## src/rtl/pipe_reg_hs_pkg.sv

```systemverilog
// Shared parameters and sizing helpers for the pipe_reg_hs pipeline register.
// Latency: n/a (declarations only).
// Backpressure: n/a. Skid entry enabled by defining PIPE_REG_SKID_EN (off by default):
//   `define PIPE_REG_SKID_EN
package pipe_reg_hs_pkg;

  localparam int DW_DEFAULT = 32;

`ifdef PIPE_REG_SKID_EN
  localparam bit SKID_EN = 1'b1;
`else
  localparam bit SKID_EN = 1'b0;
`endif

  // Number of words the block can hold: one per stage plus the skid entry.
  function automatic int capacity(input int depth);
    return depth + (SKID_EN ? 1 : 0);
  endfunction

  // Width of the occupancy counter; DEPTH+2 covers the skid build too.
  function automatic int occ_width(input int depth);
    return $clog2(depth + 2);
  endfunction

endpackage

```

## src/rtl/pipe_reg_hs_if.sv

```systemverilog
// Upstream/downstream handshake bundle for pipe_reg_hs.
// Latency: n/a (wires only).
// Backpressure: carries in_ready_o upstream and out_ready_i from downstream.
interface pipe_reg_hs_if #(
  parameter int DW = 32,
  parameter int OW = 2
);
  logic          in_valid_i;
  logic          in_ready_o;
  logic [DW-1:0] in_data_i;
  logic          out_valid_o;
  logic          out_ready_i;
  logic [DW-1:0] out_data_o;
  logic [OW-1:0] occ_o;

  // Side that feeds words in and consumes them at the far end.
  modport master (
    output in_valid_i, in_data_i, out_ready_i,
    input  in_ready_o, out_valid_o, out_data_o, occ_o
  );

  // The pipeline register itself.
  modport slave (
    input  in_valid_i, in_data_i, out_ready_i,
    output in_ready_o, out_valid_o, out_data_o, occ_o
  );
endinterface

```

## src/rtl/pipe_reg_hs_stage.sv

```systemverilog
// One pipeline stage: valid bit plus data word with load, flush and reset.
// Latency: 1 cycle from load to q/v.
// Backpressure: none locally; the parent drives load from its advance chain.
module pipe_reg_hs_stage #(
  parameter int DW = 32
) (
  input  logic          clk_i,
  input  logic          rst_i,
  input  logic          flush_i,
  input  logic          load,
  input  logic [DW-1:0] din,
  input  logic          vin,
  input  logic [DW-1:0] rst_val,
  output logic [DW-1:0] q,
  output logic          v
);

  // Valid follows the loaded source; data only moves when a real word lands.
  always_ff @(posedge clk_i) begin
    if (rst_i) begin
      v <= 1'b0;
      q <= rst_val;
    end else begin
      if (flush_i) begin
        v <= 1'b0;
      end else if (load) begin
        v <= vin;
      end
      if (load && vin && !flush_i) begin
        q <= din;
      end
    end
  end

endmodule

```

## src/rtl/pipe_reg_hs.sv

```systemverilog
// DEPTH-stage valid/ready pipeline register with flush, bubble collapse, optional skid (PIPE_REG_SKID_EN).
// Latency: DEPTH cycles from accept to out_valid_o when unstalled, 1 word/cycle throughput.
// Backpressure: in_ready_o combinational from out_ready_i; with skid it is registered only.
module pipe_reg_hs
  import pipe_reg_hs_pkg::*;
#(
  parameter int            DW      = DW_DEFAULT,
  parameter int            DEPTH   = 1,
  parameter logic [DW-1:0] RST_VAL = '0
) (
  input  logic clk_i,
  input  logic rst_i,
  input  logic flush_i,
  pipe_reg_hs_if.slave bus
);

  localparam int OW  = occ_width(DEPTH);
  localparam int CAP = capacity(DEPTH);

  logic [DEPTH-1:0] v;
  logic [DEPTH-1:0] adv;
  logic [DEPTH-1:0] load;
  logic [DW-1:0]    q [DEPTH];
  logic [DW-1:0]    stg_din [DEPTH];
  logic [DEPTH-1:0] stg_vin;
  logic [DW-1:0]    s0_din;
  logic             s0_vin;
  logic             in_ready;
  logic             in_xfer;
  logic             out_xfer;
  logic [OW-1:0]    occ;

  // A stage's word leaves when the output drains or any stage ahead of it is empty;
  // a stage takes new data when it is empty or its own word is leaving.
  always_comb begin
    for (int k = 0; k < DEPTH; k++) begin
      adv[k] = bus.out_ready_i;
      for (int j = k + 1; j < DEPTH; j++) begin
        if (!v[j]) adv[k] = 1'b1;
      end
      load[k] = !v[k] | adv[k];
    end
  end

  // Stage 0 is fed from the input side, every other stage from its predecessor.
  always_comb begin
    stg_din[0] = s0_din;
    stg_vin[0] = s0_vin;
    for (int k = 1; k < DEPTH; k++) begin
      stg_din[k] = q[k-1];
      stg_vin[k] = v[k-1];
    end
  end

  for (genvar k = 0; k < DEPTH; k++) begin : g_stage
    pipe_reg_hs_stage #(.DW(DW)) u_stage (
      .clk_i   (clk_i),
      .rst_i   (rst_i),
      .flush_i (flush_i),
      .load    (load[k]),
      .din     (stg_din[k]),
      .vin     (stg_vin[k]),
      .rst_val (RST_VAL),
      .q       (q[k]),
      .v       (v[k])
    );
  end

  assign in_xfer  = bus.in_valid_i & in_ready;
  assign out_xfer = v[DEPTH-1] & bus.out_ready_i;

`ifdef PIPE_REG_SKID_EN
  logic          skid_v;
  logic [DW-1:0] skid_q;

  // Ready depends only on the skid flop, so out_ready_i never reaches in_ready_o.
  assign in_ready = !skid_v & !flush_i;
  assign s0_din   = skid_v ? skid_q : bus.in_data_i;
  assign s0_vin   = skid_v | in_xfer;

  // Park an accepted word when stage 0 is blocked; release it when stage 0 loads.
  always_ff @(posedge clk_i) begin
    if (rst_i) begin
      skid_v <= 1'b0;
      skid_q <= RST_VAL;
    end else if (flush_i) begin
      skid_v <= 1'b0;
    end else if (skid_v) begin
      if (load[0]) skid_v <= 1'b0;
    end else if (in_xfer && !load[0]) begin
      skid_v <= 1'b1;
      skid_q <= bus.in_data_i;
    end
  end
`else
  assign in_ready = load[0] & !flush_i;
  assign s0_din   = bus.in_data_i;
  assign s0_vin   = in_xfer;
`endif

  // Occupancy tracks accepted minus delivered words; flush and reset empty it.
  always_ff @(posedge clk_i) begin
    if (rst_i || flush_i) begin
      occ <= '0;
    end else begin
      case ({in_xfer, out_xfer})
        2'b10:   occ <= occ + 1'b1;
        2'b01:   occ <= occ - 1'b1;
        default: occ <= occ;
      endcase
    end
  end

  assign bus.in_ready_o  = in_ready;
  assign bus.out_valid_o = v[DEPTH-1];
  assign bus.out_data_o  = q[DEPTH-1];
  assign bus.occ_o       = occ;

  a_in_stable: assert property (@(posedge clk_i) disable iff (rst_i)
    (bus.in_valid_i && !in_ready) ##1 bus.in_valid_i |-> $stable(bus.in_data_i));

  a_out_hold: assert property (@(posedge clk_i) disable iff (rst_i)
    (v[DEPTH-1] && !bus.out_ready_i && !flush_i) |=> v[DEPTH-1]);

  a_occ_cap: assert property (@(posedge clk_i) int'(occ) <= CAP);

endmodule

```

## src/flat_wrapper.sv

```systemverilog
// flat-port wrapper written by rule: the top's interface ports become plain ports
module pipe_reg_hs_flat import pipe_reg_hs_pkg::*;
#(
  parameter int            DW      = DW_DEFAULT,
  parameter int            DEPTH   = 1,
  parameter logic [DW-1:0] RST_VAL = '0
)
  (clk_i, rst_i, flush_i, bus_in_valid_i, bus_in_data_i, bus_out_ready_i, bus_in_ready_o, bus_out_valid_o, bus_out_data_o, bus_occ_o);
  pipe_reg_hs_if #(.DW(DW), .OW((occ_width(DEPTH)))) bus_i ();
  input  logic clk_i;
  input  logic rst_i;
  input  logic flush_i;
  input wire logic [$bits(bus_i.in_valid_i)-1:0] bus_in_valid_i;
  input wire logic [$bits(bus_i.in_data_i)-1:0] bus_in_data_i;
  input wire logic [$bits(bus_i.out_ready_i)-1:0] bus_out_ready_i;
  output wire logic [$bits(bus_i.in_ready_o)-1:0] bus_in_ready_o;
  output wire logic [$bits(bus_i.out_valid_o)-1:0] bus_out_valid_o;
  output wire logic [$bits(bus_i.out_data_o)-1:0] bus_out_data_o;
  output wire logic [$bits(bus_i.occ_o)-1:0] bus_occ_o;
  assign bus_i.in_valid_i = bus_in_valid_i;
  assign bus_i.in_data_i = bus_in_data_i;
  assign bus_i.out_ready_i = bus_out_ready_i;
  assign bus_in_ready_o = bus_i.in_ready_o;
  assign bus_out_valid_o = bus_i.out_valid_o;
  assign bus_out_data_o = bus_i.out_data_o;
  assign bus_occ_o = bus_i.occ_o;
  pipe_reg_hs #(.DW(DW), .DEPTH(DEPTH), .RST_VAL(RST_VAL)) u_core (.clk_i(clk_i), .rst_i(rst_i), .flush_i(flush_i), .bus(bus_i));
endmodule
```

## config.mk

```make
export PLATFORM = sky130hd
export DESIGN_NAME = pipe_reg_hs_flat
export DESIGN_NICKNAME = d
export VERILOG_FILES = /design/src/rtl/pipe_reg_hs_pkg.sv /design/src/rtl/pipe_reg_hs_if.sv /design/src/rtl/pipe_reg_hs_stage.sv /design/src/rtl/pipe_reg_hs.sv /design/src/flat_wrapper.sv
export SDC_FILE = /design/constraint.sdc
export NUM_CORES = 1
export LEC_CHECK = 0
export ABC_AREA = 1
export BUFFER_PORTS_ARGS = -buffer_cell sky130_fd_sc_hd__clkbuf_2
export CAP_MARGIN = 10
export CORE_MARGIN = 2
export CORE_UTILIZATION = 50
export CTS_BUF_LIST = sky130_fd_sc_hd__clkbuf_4 sky130_fd_sc_hd__clkbuf_8
export DETAILED_ROUTE_END_ITERATION = 8
export PLACE_DENSITY_LB_ADDON = 0.15
export SLEW_MARGIN = 20
export SYNTH_ARGS = -nofsm -noshare
export SYNTH_HDL_FRONTEND = slang
export SYNTH_SLANG_ARGS = --single-unit
```

## constraint.sdc

```tcl
create_clock -name clk_i -period 1.7 [get_ports clk_i]
set_input_delay 0.17 -clock clk_i [delete_from_list [all_inputs] [get_ports clk_i]]
set_output_delay 0.17 -clock clk_i [all_outputs]
set_load 0.05 [all_outputs]
```

-- Yosys cells after proc, flatten, opt, wreduce, memory -nomap -nowiden
Cells that the tools add are included.
- bits of input ports: 37
- bits in registers: 35
- bitwise operators: 4
- reductions and logical operators: 7
- equal/unequal tests: 2
- muxes and demuxes: 1
- add/sub/neg operators: 2
- operators by type and width (cell ; count):
    $pmux W2 S2 ; 1
    $and A1 B1 Y1 ; 3
    $add A2 B1 Y2 const B ; 1
    $eq A2 B1 Y1 const B ; 1
    $eq A2 B2 Y1 const B ; 1
    $logic_and A1 B1 Y1 ; 2
    $logic_not A1 Y1 ; 2
    $reduce_bool A2 Y1 ; 1
    $reduce_or A2 Y1 ; 1
    $sub A2 B1 Y2 const B ; 1
    $logic_or A1 B1 Y1 ; 1
    $or A1 B1 Y1 ; 1

-- Longest topological paths before layout
- word-level depth: 6
- depth in mapped cells: 10

-- Cells and area by module
Synthesis repeated with hierarchy kept, for this count alone.
- cells, all modules: 170
- area total of the unflattened synthesis: 1639.1 um^2
- by module, submodules not included (module ; cells an instance ; area an instance (um^2) ; instances):
    pipe_reg_hs_stage ; 144 ; 1486.4 ; 1
    pipe_reg_hs ; 26 ; 152.6 ; 1

-- Worst setup path after synthesis
No wires, ideal clock.
- path kind: register -> register
- start point: register u_core.g_stage[0].u_stage.v
- end point: register u_core.occ[1], in the netlist u_core.bus.occ_o[1]
- stages on the path, launching flop included: 10
- slack: -0.013 ns
- data arrival time: 1.649 ns
- required time: 1.636 ns
- clock period less this slack: 1.713 ns
- cells stage by stage: dfxtp_1 > nand2_4 > nand3_4 > buf_6 > ha_1 > inv_1 > nand2_1 > nor2_1 > nor2_1 > nor2_1
- cells in the longest elaborated chain, start to end: 6
- ends and longest elaborated chain (item ; line ; RTL):
    from (decl) ; pipe_reg_hs_stage.sv:15 ; output logic v
    from (signal assigned) ; pipe_reg_hs_stage.sv:27 ; v <= vin;
    $logic_not A1 Y1 ; pipe_reg_hs.sv:41 ; load[k] = !v[k] | adv[k];
    $or A1 B1 Y1 ; pipe_reg_hs.sv:41 ;
    $and A1 B1 Y1 ; pipe_reg_hs.sv:96 ; assign in_ready = load[0] & !flush_i;
    $and A1 B1 Y1 ; pipe_reg_hs.sv:69 ; assign in_xfer = bus.in_valid_i & in_ready;
    $eq A2 B1 Y1 / $eq A2 B2 Y1 (equally long branches) ; pipe_reg_hs.sv:106 ; case ({in_xfer, out_xfer})
    $pmux W2 S2 / $reduce_bool A2 Y1 (equally long branches) ; n/a ;
    to (signal assigned) ; pipe_reg_hs.sv:107 ; 2'b10: occ <= occ + 1'b1;
    to (signal assigned) ; pipe_reg_hs.sv:108 ; 2'b01: occ <= occ - 1'b1;
    to (decl) ; pipe_reg_hs.sv:31 ; logic [OW-1:0] occ;
Several ways; a longest one is shown, not always the timed one.
A chain may end at the register's enable or synchronous reset.

-- Worst setup path after layout
- start point: register u_core.g_stage[0].u_stage.v
- end point: output bus_in_ready_o
- cells in the longest elaborated chain, start to end: 3
- ends and longest elaborated chain (item ; line ; RTL):
    $logic_not A1 Y1 ; pipe_reg_hs.sv:41 ;
    $or A1 B1 Y1 ; pipe_reg_hs.sv:41 ;
    $and A1 B1 Y1 ; pipe_reg_hs.sv:96 ;
    to (decl) ; flat_wrapper.sv:16 ; output wire logic [$bits(bus_i.in_ready_o)-1:0] bus_in_ready_o;
No other way between the ends.

==> impl_results.md <==
- Outcome: finished clean
- Layout area overhead: 23.75%
- Starting Density: 0.5142
- Standard-cell rows: 22
- Syn nets: 340
- DRT iter0 DRCs: 94
- Slew of the pin with the lowest slew margin: 337.7 ps
- Syn Inst Count: 302
- Post-route cell area: 2295 um2
- Worst hold path startpoint: rst_i
- CTS Root Cell: clkbuf_8
- Setup TNS: 0 ps
- Ys Warns: 0
- R2R Setup Slk: 500 ps
- WL final: 3916 um
- CTS HTree Levels: 2
- Final setup violation count: 0
- Initial antenna violation count: 0
- Most frequent cells in the layout: inv_1 (102), clkbuf_2 (72), nand2_1 (71)
- Antenna diode count: 0
- Antenna viol nets, final: 0
- FF-to-FF path depth: 7
- Seq. cell area: 701.9 um2
- Area of the multi-input gates: 668.1 um2
- Max FO, Critical Path: 4
- # IOs: 73
- Routed WL per cell: 9.391 um
- RD Place Congestion: 0.7397
- Dpl ws: 519.0 ps
- Min-Delay Path Class: primary input to flip-flop
- Syn Area/Cell: 6.140 um2
- Netlist Area Pre-Place: 1854 um2
- First-pass GRT wire length: 6410 um
- Hpwl dp: 2537 um
- Worst Hold Path EP: u_core.bus.occ_o[1]
- # DRC: 0
- CP Class: flip-flop to primary output
- Worst reg2reg endpoint: u_core.bus.occ_o[1]
- Skew final: 1.852 ps
- Tmin final: 1219 ps
- Startpoint types: flip-flop
- Maximum clock insertion buffer count: 2
- Vias: 1,826
- CTS sink cnt: 35
- Post-synthesis register bit count: 35
- GRT overflow: 0
- Skew-Pair Late Insertion Delay: 280 ps
- Unrepaired setup endpoints after global routing: false
- Cell Area, Placed: 2218 um2
- Hold path depth: 4
- Post-CTS Resized: 0
- Via density: 4.379
- Vias in the first global route: 1,516
- Share of cells above drive strength 1: 0.2385
- Sequential share of the synthesized area: 0.3779
- Clk pin slew, worst setup/hold paths: 60 ps
- Worst Path Arrival: 1050 ps
- Fin crit share: 0.7172
- DIE WIDTH: 64.90 um
- Buffers on Ports: 72
- Fillers: 391
- Largest net degree at the start of global routing: 34
- Max-slew violations: 0
- Core footprint: 3606 um2
- VDD IR max: 0.4437 mV
- Worst Path Required: 1530 ps
- Hold-fix buffers, CTS: 0
- Slew headroom: 0.7749
- CTS buffer count: 5
- Detailed Routing Iterations Pass 1: 4
- Power Total: 1.981 mW
- Die span in y: 64.90 um
- CP endpoint kind: primary output
- Final Hold Fails: 0
- Power Density: 863.1 nW/um2
- FF-to-FF Start: u_core.g_stage[0].u_stage.v
- Most common cell after layout, fill and taps aside: inv_1
- Achievable frequency: 820.1 MHz
- Final #Nets: 408
- Die area: 4211 um2
- Leak: 1.470 nW
- All-Layer GR Usage: 0.1982
- Postcts setup bufs: 0
- Worst hold slack: 158.7 ps
- Cell variety after synth: 13
- Final setup margin: 480.7 ps
- CTS tree: done
- Max Cap Viol: 0
==> through the flow <==
step           std cells  utilization
2_1_floorplan        302            -
6_report             417       0.6364
3_5_place_dp         411       0.6152
3_3_place_gp         411       0.6152
4_1_cts              417       0.6364
5_1_grt              417       0.6364
==> Yosys cell counts (all sizes together) <==
cell type / number / area share
a21oi: 3 / 0.0081
buf: 13 / 0.045
clkbuf: 3 / 0.0061
dfxtp: 35 / 0.38
ha: 1 / 0.0067
inv: 104 / 0.21
nand2: 72 / 0.15
nand3: 1 / 0.0094
nand4: 33 / 0.11
nor2: 37 / 0.075
==> per-layer routing <==
layer,up-vias,track usage,part of all wire
met4,0,0.08777,0.017
met1,768,0.2197,0.44
met2,53,0.3441,0.47
met3,8,0.06424,0.071
met5,-,0,0
li1,997,-,-
==> final cells by class <==
cell class,instances,share of cell area
Multi-Input combinational cell,147,0.2912
Timing Repair Buffer,77,0.1734
Clock buffer,6,0.03326
Tap cell,48,0.02617
Sequential cell,35,0.3059
Inverter,104,0.1701
==> power by group <==
group | internal (mW) | switching, mW
Sequential | 0.874 | 0.0272
Clock | 0.289 | 0.278
Combinational | 0.144 | 0.367
Total | 1.31 | 0.673
==> registers in the layout, indices dropped and copies added (netlist names) <==
register and flops:
u_core.g_stage.u_stage.v 1, u_core.g_stage.u_stage.q 32, u_core.bus.occ_o 2
==> worst max-delay path, stage by stage, from the launching register on <==
cell and delay, ps:
dfxtp_2 340, a21oi_1 140, clkbuf_2 290
==> how the worst max path moves through the flow <==
| stage | startpoint | endpoint | cells after the start |
|---|---|---|---|
| 3_5_place_dp | u_core.g_stage[0].u_stage.v | u_core.bus.occ_o[1] | 8 |
| 4_1_cts | u_core.g_stage[0].u_stage.v | bus_in_ready_o | 2 |
| 2_1_floorplan | u_core.g_stage[0].u_stage.v | u_core.bus.occ_o[1] | 9 |
| 3_3_place_gp | u_core.g_stage[0].u_stage.v | u_core.bus.occ_o[1] | 8 |
| 6_report | u_core.g_stage[0].u_stage.v | bus_in_ready_o | 2 |
| 5_1_grt | u_core.g_stage[0].u_stage.v | u_core.bus.occ_o[1] | 8 |
==> cell families after synthesis <==
| group | Yosys count | share of synthesized area |
|---|---|---|
| buf+inv | 120 | 0.2618 |
| flops | 35 | 0.3779 |
| simple gates | 143 | 0.3455 |
| fa+ha+maj | 1 | 0.006747 |
| compound gates | 3 | 0.008095 |
No activity file was read; power rests on OpenSTA's default activity.
